--- src/rtl/chip_link_pkg.sv ---
// Shared constants and width helpers for the chip-link interface blocks.
// The connection id rides in the MSBs of every {id, flit} word sent off-chip.
package chip_link_pkg;

    localparam int FW_DEF      = 59;
    localparam int B_DEF       = 4;
    localparam int CONNECT_DEF = 2;

    // Connection-id width; a lone connection still carries a 1-bit id.
    function automatic int cw_of(input int connect);
        return (connect <= 2) ? 1 : $clog2(connect);
    endfunction

    function automatic int pkt_w(input int fw, input int connect);
        return fw + cw_of(connect);
    endfunction

endpackage

--- src/rtl/chip_link_fifo.sv ---
// Per-connection flit buffer; a push into a full buffer lands only when the
// same cycle also pops, so occupancy stays at B.
module chip_link_fifo
    import chip_link_pkg::*;
#(
    parameter int FW = FW_DEF,
    parameter int B  = B_DEF
) (
    input  logic          clk,
    input  logic          rst_n,
    input  logic          push,
    input  logic [FW-1:0] din,
    input  logic          pop,
    output logic [FW-1:0] dout,
    output logic          empty,
    output logic          full
);

    localparam int AW = $clog2(B);

    logic [AW:0]   r_wr_ptr;
    logic [AW:0]   r_rd_ptr;
    logic [FW-1:0] r_mem [B];
    logic          w_push_ok;
    logic          w_pop_ok;

    assign empty     = (r_wr_ptr == r_rd_ptr);
    assign full      = (r_wr_ptr[AW] != r_rd_ptr[AW]) &&
                       (r_wr_ptr[AW-1:0] == r_rd_ptr[AW-1:0]);
    assign w_pop_ok  = pop & ~empty;
    assign w_push_ok = push & (~full | w_pop_ok);
    assign dout      = r_mem[r_rd_ptr[AW-1:0]];

    always_ff @(posedge clk or negedge rst_n) begin
        if (!rst_n) begin
            r_wr_ptr <= '0;
            r_rd_ptr <= '0;
            for (int i = 0; i < B; i++) r_mem[i] <= '0;
        end else begin
            if (w_push_ok) begin
                r_mem[r_wr_ptr[AW-1:0]] <= din;
                r_wr_ptr                <= r_wr_ptr + 1'b1;
            end
            if (w_pop_ok) r_rd_ptr <= r_rd_ptr + 1'b1;
        end
    end

endmodule

--- src/rtl/chip_link_arbiter.sv ---
// Round-robin arbiter funnelling CONNECT buffered NoC connections onto one
// chip send FIFO, with registered {id, flit} output and credit return.
module chip_link_arbiter
    import chip_link_pkg::*;
#(
    parameter int  FW      = FW_DEF,
    parameter int  B       = B_DEF,
    parameter int  CONNECT = CONNECT_DEF,
    localparam int CW      = cw_of(CONNECT),
    localparam int PW      = pkt_w(FW, CONNECT)
) (
    input  logic                  clk,
    input  logic                  rst_n,
    input  logic [CONNECT-1:0]    flit_in_wr,
    input  logic [FW*CONNECT-1:0] flit_in,
    output logic [CONNECT-1:0]    credit_out,
    input  logic [CONNECT-1:0]    connect_available,
    input  logic                  send_fifo_full,
    output logic                  data_out_wr,
    output logic [PW-1:0]         data_out,
    output logic [CONNECT-1:0]    overflow_err
);

    logic [CONNECT-1:0][FW-1:0] w_head;
    logic [CONNECT-1:0]         w_empty;
    logic [CONNECT-1:0]         w_full;
    logic [CONNECT-1:0]         w_elig;
    logic [CONNECT-1:0]         w_pop;
    logic [CW-1:0]              w_cand [CONNECT];
    logic                       w_gnt_vld;
    logic [CW-1:0]              w_gnt_idx;

    logic [CW-1:0]              r_rr_ptr;
    logic                       r_armed;
    logic                       r_data_out_wr;
    logic [PW-1:0]              r_data_out;
    logic [CONNECT-1:0]         r_credit;
    logic [CONNECT-1:0]         r_ovf;

    for (genvar j = 0; j < CONNECT; j++) begin : g_conn
        chip_link_fifo #(.FW(FW), .B(B)) u_fifo (
            .clk   (clk),
            .rst_n (rst_n),
            .push  (flit_in_wr[j]),
            .din   (flit_in[FW*j +: FW]),
            .pop   (w_pop[j]),
            .dout  (w_head[j]),
            .empty (w_empty[j]),
            .full  (w_full[j])
        );
        assign w_elig[j] = ~w_empty[j] & connect_available[j];
        assign w_pop[j]  = w_gnt_vld && (w_gnt_idx == CW'(j));
        // k-th candidate in round-robin order starting at the pointer
        assign w_cand[j] = CW'((int'(r_rr_ptr) + j) % CONNECT);
    end

    // Scan from the far end so the candidate closest to rr_ptr wins.
    always_comb begin
        w_gnt_vld = 1'b0;
        w_gnt_idx = '0;
        if (r_armed && !send_fifo_full) begin
            for (int k = CONNECT - 1; k >= 0; k--) begin
                if (w_elig[w_cand[k]]) begin
                    w_gnt_vld = 1'b1;
                    w_gnt_idx = w_cand[k];
                end
            end
        end
    end

    always_ff @(posedge clk or negedge rst_n) begin
        if (!rst_n) begin
            r_armed       <= 1'b0;
            r_rr_ptr      <= '0;
            r_data_out_wr <= 1'b0;
            r_data_out    <= '0;
            r_credit      <= '0;
            r_ovf         <= '0;
        end else begin
            r_armed       <= 1'b1;
            r_data_out_wr <= w_gnt_vld;
            r_credit      <= w_pop;
            r_ovf         <= r_ovf | (flit_in_wr & w_full & ~w_pop);
            if (w_gnt_vld) begin
                r_data_out <= {w_gnt_idx, w_head[w_gnt_idx]};
                r_rr_ptr   <= (w_gnt_idx == CW'(CONNECT - 1)) ? '0 : w_gnt_idx + 1'b1;
            end
        end
    end

    assign data_out_wr  = r_data_out_wr;
    assign data_out     = r_data_out;
    assign credit_out   = r_credit;
    assign overflow_err = r_ovf;

endmodule

--- config.mk ---
export PLATFORM = sky130hd
export DESIGN_NAME = chip_link_arbiter
export DESIGN_NICKNAME = d
export VERILOG_FILES = /design/src/rtl/chip_link_pkg.sv /design/src/rtl/chip_link_fifo.sv /design/src/rtl/chip_link_arbiter.sv
export SDC_FILE = /design/constraint.sdc
export NUM_CORES = 1
export LEC_CHECK = 0
export ABC_CLOCK_PERIOD_IN_PS = 4100
export CAP_MARGIN = 15
export CORE_MARGIN = 2
export CORE_UTILIZATION = 63
export DETAILED_ROUTE_END_ITERATION = 6
export GPL_TIMING_DRIVEN = 0
export PLACE_DENSITY_LB_ADDON = 0.3
export SYNTH_ARGS = -nofsm -noshare
export SYNTH_HDL_FRONTEND = slang
export SYNTH_SLANG_ARGS = --single-unit
--- constraint.sdc ---
create_clock -name clk -period 4.1 [get_ports clk]
set_input_delay 0.41 -clock clk [delete_from_list [all_inputs] [get_ports clk]]
set_output_delay 0.41 -clock clk [all_outputs]
set_load 0.01 [all_outputs]
Yosys cells after proc, flatten, opt, wreduce, memory -nomap -nowiden
Cells that the tools add are included.
{"block": "totals", "register_bits": 551, "out_inout_bits": 65}
{"block": "classes", "add_sub_neg": 6, "n_lt_le_gt_ge": 9, "n_eq_ne": 6, "mux": 25, "bitwise_logic": 21, "reduce_logical": 8}
{"op": "$bwmux 236", "n": 2}
{"op": "$mux 59", "n": 8}
{"op": "$bmux 59 s2", "n": 2}
{"op": "$demux 59 s2", "n": 2}
{"op": "$add 3x1->3 const B", "n": 4}
{"op": "$ge 3x3->1 const B", "n": 4}
{"op": "$not 2->3", "n": 4}
{"op": "$mux 1", "n": 11}
{"op": "$logic_and 1x1->1", "n": 7}
{"op": "$and 1x1->1", "n": 6}
{"op": "$eq 3x3->1", "n": 2}
{"op": "$lt 1x2->1 const B", "n": 3}
{"op": "$lt 3x1->1 const B", "n": 2}
{"op": "$not 1->1", "n": 5}
{"op": "$and 2x2->2", "n": 2}
{"op": "$eq 2x2->1", "n": 2}
{"op": "$add 1x1->1 const B", "n": 2}
{"op": "$ne 1x1->1", "n": 2}
{"op": "$not 2->2", "n": 1}
{"op": "$or 1x1->1", "n": 2}
{"op": "$or 2x2->2", "n": 1}
{"op": "$logic_not 1->1", "n": 1}

Longest topological paths before layout
Gate-level depths: netlist of the first run.
{"block": "depth", "ltp_word": 13, "depth_mapped": 8, "depth_no_buf": 5}

By module
Synthesis of the first run repeated with hierarchy kept, for this count alone.
{"block": "unflattened", "hier_cells": 1597, "area_unflattened_um2": 25555.8}
{"module": "chip_link_fifo", "n_inst": 2, "cells_each": 613, "area_each_um2": 10724.0, "seq_area_each_um2": 6055.8}
{"module": "chip_link_arbiter", "n_inst": 1, "cells_each": 371, "area_each_um2": 4107.7, "seq_area_each_um2": 1676.6}

Worst setup path before layout of the first run
Ideal clock, no wire load.
{"block": "synth_timing", "path_kind": "register to register", "startpoint": "reg g_conn[0].u_fifo.r_rd_ptr[1]", "endpoint": "reg g_conn[1].u_fifo.r_mem[107] (netlist bit)", "setup_ns": 0.125, "t_arrival_ns": 2.077, "t_required_ns": 3.975, "path_slack_ns": 1.898, "stages_incl_launch_ff": 9, "path_buffers": 3, "path_cell_list": "dfrtp_1 buf_2 xor2_2 o311ai_2 a41oi_4 nor2_4 buf_6 buf_8 mux2_4"}
{"block": "synth_via", "elab_chain_len": 12, "word_cells_on_any_way": 17}
{"item": "start: declaration", "line": "chip_link_fifo.sv:22", "text": "logic [AW:0] r_rd_ptr;"}
{"item": "start signal: assignment", "line": "chip_link_fifo.sv:44", "text": "if (w_pop_ok) r_rd_ptr <= r_rd_ptr + 1'b1;"}
{"item": "$eq 3x3->1 (*)", "line": "chip_link_fifo.sv:27", "text": "assign empty = (r_wr_ptr == r_rd_ptr);"}
{"item": "$not 1->1 (*)", "line": "chip_link_arbiter.sv:51", "text": "assign w_elig[j] = ~w_empty[j] & connect_available[j];"}
{"item": "$and 1x1->1 (*)", "line": "chip_link_arbiter.sv:51"}
{"item": "$mux 1 (implied by the code) (2 in a row)", "line": "chip_link_arbiter.sv:63", "text": "if (w_elig[w_cand[k]]) begin"}
{"item": "$mux 1 (2 in a row)", "line": "chip_link_arbiter.sv:63"}
{"item": "$mux 1", "line": "chip_link_arbiter.sv:61", "text": "if (r_armed && !send_fifo_full) begin"}
{"item": "$logic_and 1x1->1 (*)", "line": "chip_link_arbiter.sv:52", "text": "assign w_pop[j] = w_gnt_vld && (w_gnt_idx == CW'(j));"}
{"item": "$and 1x1->1 (*)", "line": "chip_link_fifo.sv:30", "text": "assign w_pop_ok = pop & ~empty;"}
{"item": "$or 1x1->1 (*)", "line": "chip_link_fifo.sv:31", "text": "assign w_push_ok = push & (~full | w_pop_ok);"}
{"item": "$and 1x1->1 (*)", "line": "chip_link_fifo.sv:31"}
{"item": "end signal: indexed assignment", "line": "chip_link_fifo.sv:41", "text": "r_mem[r_wr_ptr[AW-1:0]] <= din;"}
{"item": "end: declaration", "line": "chip_link_fifo.sv:23", "text": "logic [FW-1:0] r_mem [B];"}
Every way passes the cells marked *; elsewhere a longest branch is shown, timed or not. The select of a mux whose other input is x is not followed.
A chain may end at the register's enable or synchronous reset.

Worst setup path after layout of the first run
{"block": "layout_timing", "startpoint": "reg g_conn[0].u_fifo.r_rd_ptr[1]", "endpoint": "reg r_data_out[56] (netlist: data_out[56])"}
{"block": "layout_via", "elab_chain_len": 10, "word_cells_on_any_way": 19}
{"item": "$eq 3x3->1", "line": "chip_link_fifo.sv:27"}
{"item": "$not 1->1", "line": "chip_link_arbiter.sv:51"}
{"item": "$and 1x1->1", "line": "chip_link_arbiter.sv:51"}
{"item": "$mux 1 (implied by the code) (2 in a row)", "line": "chip_link_arbiter.sv:63"}
{"item": "$mux 1 (2 in a row)", "line": "chip_link_arbiter.sv:63"}
{"item": "$mux 1", "line": "chip_link_arbiter.sv:61"}
{"item": "$mux 59 (implied by the code) (2 in a row)", "line": "chip_link_arbiter.sv:85", "text": "r_data_out <= {w_gnt_idx, w_head[w_gnt_idx]};"}
{"item": "end signal: assignment", "line": "chip_link_arbiter.sv:85"}
{"item": "end: declaration", "line": "chip_link_arbiter.sv:36", "text": "logic [PW-1:0] r_data_out;"}
Parallel ways exist; a longest one is shown, timed or not. The select of a mux whose other input is x is not followed.

==> results_dict.tcl, run 1 <==
set metrics [dict create \
    endpoint_kind "flop" \
    regArea_sq_mm 0.0138 \
    nNetsFinal 1816 \
    pre_cts_ws_ns 1.12 \
    worst_slack_ns 1.02 \
    final_cell_mix "dfrtp_1, mux2_2, clkdlybuf4s50_1" \
    cts_buffer_depth 3 \
    avgSynthCellArea_sq_um 16.7 \
    synth.top_cell.area_share_pct 57.6 \
    wl_met3_mm 3.13 \
    reg2reg_setup_slack_ns 1.02 \
    power_density_mw_per_mm2 851 \
    hold_buffers 1 \
    ir_worst_vdd_mv 0.459 \
    place_congestion 0.781 \
    h-tree-depth 2 \
    vias 13793 \
    dr.pass1.iters 6 \
    numClockSinks 551 \
    syn_inst 1430 \
    ys_ff_latch 551 \
    layout_commonest_cell "dfrtp_1" \
    root_buffer "clkbuf_16" \
    crit_chain "buf_2, xor2_2, o31ai_2, a21o_1, clkbuf_1, clkbuf_1, a222oi_1, inv_1" \
    io_pins 190 \
    max_slew_margin_pct 27.0 \
    synth_top_cell_by_area "dfrtp_1" \
    die-area_sq_mm 0.0396 \
    path_max_fanout 10 \
    cp_slowest_cell "clkbuf_1" \
    viasPerCell 6.16 \
    slew_viol_final 0 \
    reg2reg_depth 8 \
    fin_skew_ns 0.0239 \
    final_core_util_pct 75.6 \
    cts_setup_buffers 0 \
    period_needed_ns 3.08 \
    cts_tree "built" \
    crit_family "buffers and inverters" \
    max_stage_delay_ns 0.62 \
    totalWireLength_mm 54.9 \
    cp.depth 8 \
    cts.reportedPaths.clkPinSlew_ns 0.06 \
    yosysWarnings 0 \
    insertion_delay_ns 0.60 \
    post-dp-hpwl_mm 35.7 \
    cts_resized 0 \
    tns_ns 0 \
    track_usage_pct 28.9 \
    finalHoldViolCount 0 \
    synthTopCellsByArea "dfrtp_1, mux2_2, mux4_2" \
    fin_crit_sh_pct 75.0 \
    path_buf_inv 4 \
    crit_type "flop to flop" \
    start_util_pct 63.7 \
    rsz0062_at_grt "no" \
    drc 0 \
    met1_length_mm 23.4 \
    drtAntennaViolNets 0 \
    die_h_microns 199 \
    synth_fp_nets 1565 \
    multiInputGateArea_sq_mm 0.00932 \
    io_buffers 189 \
    grt_max_degree 134 \
    grt_pass1_wl_mm 85.6 \
    netlist_area_sq_mm 0.0239 \
    drive_above_1_share_pct 41.4 \
    die_x_microns 199 \
    drtIter0Drc 956 \
    wl_met2_mm 26.9 \
    drt-wirelength-per-cell_microns 24.5 \
    outcome "finished, final reports clean" \
    startpoint_type "flop" \
    maxCapViolations 0 \
    fillers 2245 \
    row_count 71 \
    syn2layout_area_growth_pct 18.6 \
    worst_pin_slew_ns 1.10 \
    grt_pass1_vias 14785 \
    max_freq_mhz 325 \
    hold_class "primary input to async pin" \
    dr.max_layer_used "met5" \
    leakagePower_uw 0.0121 \
    finalSetupViolations 0 \
    path_common_cell "clkbuf_1" \
    core-area_sq_mm 0.0376 \
    numCtsBuffers 55 \
    synth.distinct_cells 37 \
    antenna_found_initial 8 \
    overflow 0 \
    cp.required_ns 4.64 \
    arrival_ns 3.61 \
    ys_seq_area_share_pct 57.6 \
]
-- report_power, final --
| group | internal, uW | switching, uW | leakage (uW) | total, uW |
|---|---|---|---|---|
| sequential | 8210 | 1460 | 0.00658 | 9670 |
| combinational | 5590 | 3910 | 0.00464 | 9500 |
| clock | 2940 | 2060 | 0.000879 | 5000 |
| total | 16700 | 7430 | 0.0121 | 24200 |
-- cells in the mapped netlist (all sizes together) --
| library cell | number |
|---|---|
| conb | 1 |
| o21ai | 1 |
| nor2 | 11 |
| a311oi | 1 |
| o31ai | 1 |
| nor3 | 1 |
| mux2 | 476 |
| a21o | 3 |
| a21oi | 1 |
| dfrtp | 551 |
| a31o | 1 |
| a31oi | 1 |
| nor3b | 1 |
| nand2 | 11 |
| ha | 10 |
| inv | 67 |
| a41oi | 1 |
| mux4 | 118 |
| xor2 | 7 |
| buf | 62 |
| nand3b | 1 |
| a222oi | 59 |
| o311ai | 1 |
| clkbuf | 34 |
| xnor2 | 7 |
| nand2b | 1 |
| o311a | 1 |
-- stage by stage --
stage	hold WS (ns)	power (uW)	instances	area, sq um
floorplan	0.114	16200	1430	23900
global placement	0.443	18700	2130	26500
CTS	0.467	24300	2231	28400
finish	0.461	24200	2239	28400
global route	0.485	25400	2235	28400
detailed placement	0.453	19200	2134	26600
-- final timing paths --
check / from / endpoint
min in group clk: overflow_err[0]$_DFF_PN0_ / overflow_err[0]$_DFF_PN0_
worst min-delay path: rst_n / credit_out[0]$_DFF_PN0_
worst min register to register: overflow_err[0]$_DFF_PN0_ / overflow_err[0]$_DFF_PN0_
max in group asynchronous: rst_n / g_conn[1].u_fifo.r_mem[79]$_DFFE_PN0P_
worst max-delay path: g_conn[0].u_fifo.r_rd_ptr[1]$_DFFE_PN0P_ / data_out[56]$_DFFE_PN0P_
worst max register to register: g_conn[0].u_fifo.r_rd_ptr[1]$_DFFE_PN0P_ / data_out[56]$_DFFE_PN0P_
-- state kept, by name (all words and copies together) (netlist names) --
register                count
g_conn.u_fifo.r_mem       472
data_out                   60
g_conn.u_fifo.r_rd_ptr      6
g_conn.u_fifo.r_wr_ptr      6
credit_out                  2
overflow_err                2
data_out_wr                 1
r_armed                     1
r_rr_ptr                    1
-- metal layers --
metal	vias up	track usage [%]
met1	7455	41.2
met5	-	0
met2	383	46.1
li1	5849	-
met3	102	4.95
met4	4	9.56
-- logic make-up after synthesis --
| family | synth area share (%) |
|---|---|
| simple gates | 0.685 |
| mux | 34.0 |
| buf+inv | 3.48 |
| flops | 57.6 |
| other cells | 0.0157 |
| xor+xnor | 0.669 |
| fa+ha+maj | 0.523 |
| compound gates | 3.05 |
-- area by class of cell --
cell class,count,share of cell area [%]
antenna,8,0.0705
clock inverter,10,0.441
tap,511,2.25
multi-input combinational,716,32.8
buffer,96,2.05
clock buffer,86,5.83
timing repair buffer,194,7.10
inverter,67,0.886
sequential,551,48.6
Note: power is estimated with default switching activity, not from simulation.
==> inputs of run 2 (changes only) <==
--- a/config.mk
+++ b/config.mk
@@ -5,10 +5,10 @@
 export SDC_FILE = /design/constraint.sdc
 export NUM_CORES = 1
 export LEC_CHECK = 0
-export ABC_CLOCK_PERIOD_IN_PS = 4100
+export ABC_CLOCK_PERIOD_IN_PS = 2700
 export CAP_MARGIN = 15
 export CORE_MARGIN = 2
-export CORE_UTILIZATION = 63
+export CORE_UTILIZATION = 53
 export DETAILED_ROUTE_END_ITERATION = 6
 export GPL_TIMING_DRIVEN = 0
 export PLACE_DENSITY_LB_ADDON = 0.3
==> constraint.sdc (replaced) <==
create_clock -name clk -period 2.7 [get_ports clk]
set_input_delay 0.27 -clock clk [delete_from_list [all_inputs] [get_ports clk]]
set_output_delay 0.27 -clock clk [all_outputs]
set_load 0.01 [all_outputs]
==> run 2 against run 1 <==
  * Sequential power rose by 51%
  * First-iteration DRC count grew 29%
  * Maximum frequency up 19%
  * Clock power rose by 57%
  * Total power up 53%
  * Clock skew shrank 0.0076 ns
  * Global-route usage fell by 4.7 points
  * Largest power group unchanged
  * Highest routed layer unchanged
==> results_dict.tcl, run 2 (synthesized netlist as in run 1, its figures left out) <==
set metrics [dict create \
    outcome "finished, final reports clean" \
    io_buffers 189 \
    die_h_microns 217 \
    r2r_start "g_conn[0].u_fifo.r_rd_ptr[1]$_DFFE_PN0P_" \
    final_cell_mix "dfrtp_1, mux2_2, clkdlybuf4s50_1" \
    antenna_found_initial 9 \
    grt_use_met2_pct 38.7 \
    dp.cells 2215 \
    layout_commonest_cell "dfrtp_1" \
    largest_reg_flops 472 \
    viasPerCell 5.82 \
    use_met3_pct 4.35 \
    post-dp-hpwl_mm 36.1 \
    ir_worst_vdd_mv 0.792 \
    r2r_end "data_out[40]$_DFFE_PN0P_" \
    numCtsBuffers 56 \
    grt_busiest_layer "met2" \
    fin_skew_ns 0.0163 \
    die-area_sq_mm 0.0469 \
    dpl-instance-area_sq_mm 0.0267 \
    max_freq_mhz 387 \
    endpoint_kind "flop" \
    tns_ns 0 \
    grtUsageMet1_pct 34.1 \
    multiInputGateArea_sq_mm 0.00935 \
    drt-wirelength-per-cell_microns 23.6 \
    arrival_ns 3.12 \
    syn2layout_area_growth_pct 20.1 \
    regMostFlops "g_conn.u_fifo.r_mem" \
    max_slew_margin_pct 37.9 \
    track_usage_pct 24.2 \
    worst_slack_ns 0.113 \
    hold_class "primary input to async pin" \
    overflow 0 \
    maxCapViolations 0 \
    fillers 3157 \
    cts_tree "built" \
    cp.required_ns 3.23 \
    hold_ws_ns 0.259 \
    root_buffer "clkbuf_16" \
    leakagePower_uw 0.0122 \
    nNetsFinal 1827 \
    finalHoldViolCount 0 \
    cts.reportedPaths.clkPinSlew_ns 0.06 \
    finalSetupViolations 0 \
    row_count 77 \
    reg2reg_depth 7 \
    h-tree-depth 2 \
    drive_above_1_share_pct 42.6 \
    place_congestion 0.760 \
    drc 0 \
    insertion_delay_ns 0.60 \
    worst_pin_slew_ns 0.931 \
    design_area_sq_mm 0.0288 \
    die_x_microns 217 \
    reg2reg_setup_slack_ns 0.11 \
    pre_cts_ws_ns -0.263 \
    dr.pass1.iters 6 \
    power_density_mw_per_mm2 1290 \
    final_cells 2335 \
    period_needed_ns 2.59 \
    fin_crit_sh_pct 95.8 \
    totalWireLength_mm 55.1 \
    regArea_sq_mm 0.0138 \
    drtAntennaViolNets 0 \
    grt_pass1_vias 14760 \
    io_pins 190 \
    startpoint_type "flop" \
    crit_type "flop to flop" \
    numClockSinks 551 \
    start_util_pct 53.9 \
    grt_pass1_wl_mm 86.5 \
    slew_viol_final 0 \
    core-area_sq_mm 0.0444 \
    vias 13591 \
    drtIter0Drc 1230 \
    path_max_fanout 10 \
    grt_max_degree 129 \
    cts_buffer_depth 3 \
]
-- run 2: worst max-delay path, stage by stage, from the launching register on --
cell	delay [ns]
dfrtp_1	0.37
buf_2	0.21
xor2_2	0.22
o31ai_2	0.45
a21o_2	0.43
clkbuf_1	0.50
a222oi_1	0.23
inv_1	0.09
-- run 2: per-layer routing --
metal / part of all wire [%] / wire length, microns
met1: 44 / 24100
met2: 49 / 27000
met3: 5.0 / 2760
met4: 2.2 / 1200
met5: 0.044 / 24
-- run 2: worst max-delay path by stage --
stage	start	endpoint	slack [ns]	cells past startpoint
global placement	rst_n	g_conn[1].u_fifo.r_mem[209]$_DFFE_PN0P_	-21.94	1
floorplan	g_conn[0].u_fifo.r_rd_ptr[1]$_DFFE_PN0P_	g_conn[1].u_fifo.r_mem[107]$_DFFE_PN0P_	0.50	8
global route	g_conn[0].u_fifo.r_rd_ptr[1]$_DFFE_PN0P_	data_out[3]$_DFFE_PN0P_	-0.01	7
finish	g_conn[0].u_fifo.r_rd_ptr[1]$_DFFE_PN0P_	data_out[40]$_DFFE_PN0P_	0.11	7
CTS	g_conn[1].u_fifo.r_rd_ptr[0]$_DFFE_PN0P_	g_conn[0].u_fifo.r_mem[116]$_DFFE_PN0P_	0.03	8
detailed placement	g_conn[0].u_fifo.r_rd_ptr[1]$_DFFE_PN0P_	data_out[53]$_DFFE_PN0P_	-0.26	8
-- run 2: through the flow --
stage | total power, uW | util (%)
after floorplan | 24600 | -
final | 37000 | 64.7
after detailed placement | 29100 | 60.1
after global routing | 39000 | 64.7
after CTS | 37200 | 64.6
after global placement | 28500 | 59.8
-- run 2: repair_timing --
action                                  CTS  global route
endpoints found under the setup margin  190           115
endpoints found under the hold margin    80             0
pin swaps                                 4             0
gates resized for setup                   9            14
hold buffers                              1             0
setup buffers                            11             0
-- run 2: area by class of cell --
cell class                      count  share of cell area, %
Clock buffer                       87                   5.87
Tap cell                          592                   2.58
Multi-Input combinational cell    716                   32.5
Sequential cell                   551                   47.9
Antenna cell                        7                 0.0609
Buffer                             95                   2.09
Inverter                           67                  0.875
Clock inverter                     15                  0.622
Timing Repair Buffer              205                   7.43
-- run 2: power breakdown --
part	switching (uW)	leakage, uW	internal, uW
sequential	2180	0.00658	12500
clock	3190	0.000928	4660
combinational	5870	0.00473	8630
total	11200	0.0122	25700
==> inputs of run 3 (changes only) <==
--- a/config.mk
+++ b/config.mk
@@ -5,7 +5,6 @@
 export SDC_FILE = /design/constraint.sdc
 export NUM_CORES = 1
 export LEC_CHECK = 0
-export ABC_CLOCK_PERIOD_IN_PS = 2700
 export CAP_MARGIN = 15
 export CORE_MARGIN = 2
 export CORE_UTILIZATION = 53
==> results of run 3 <==
Same layout as run 2: the final DEF is identical, and so are final timing and power.
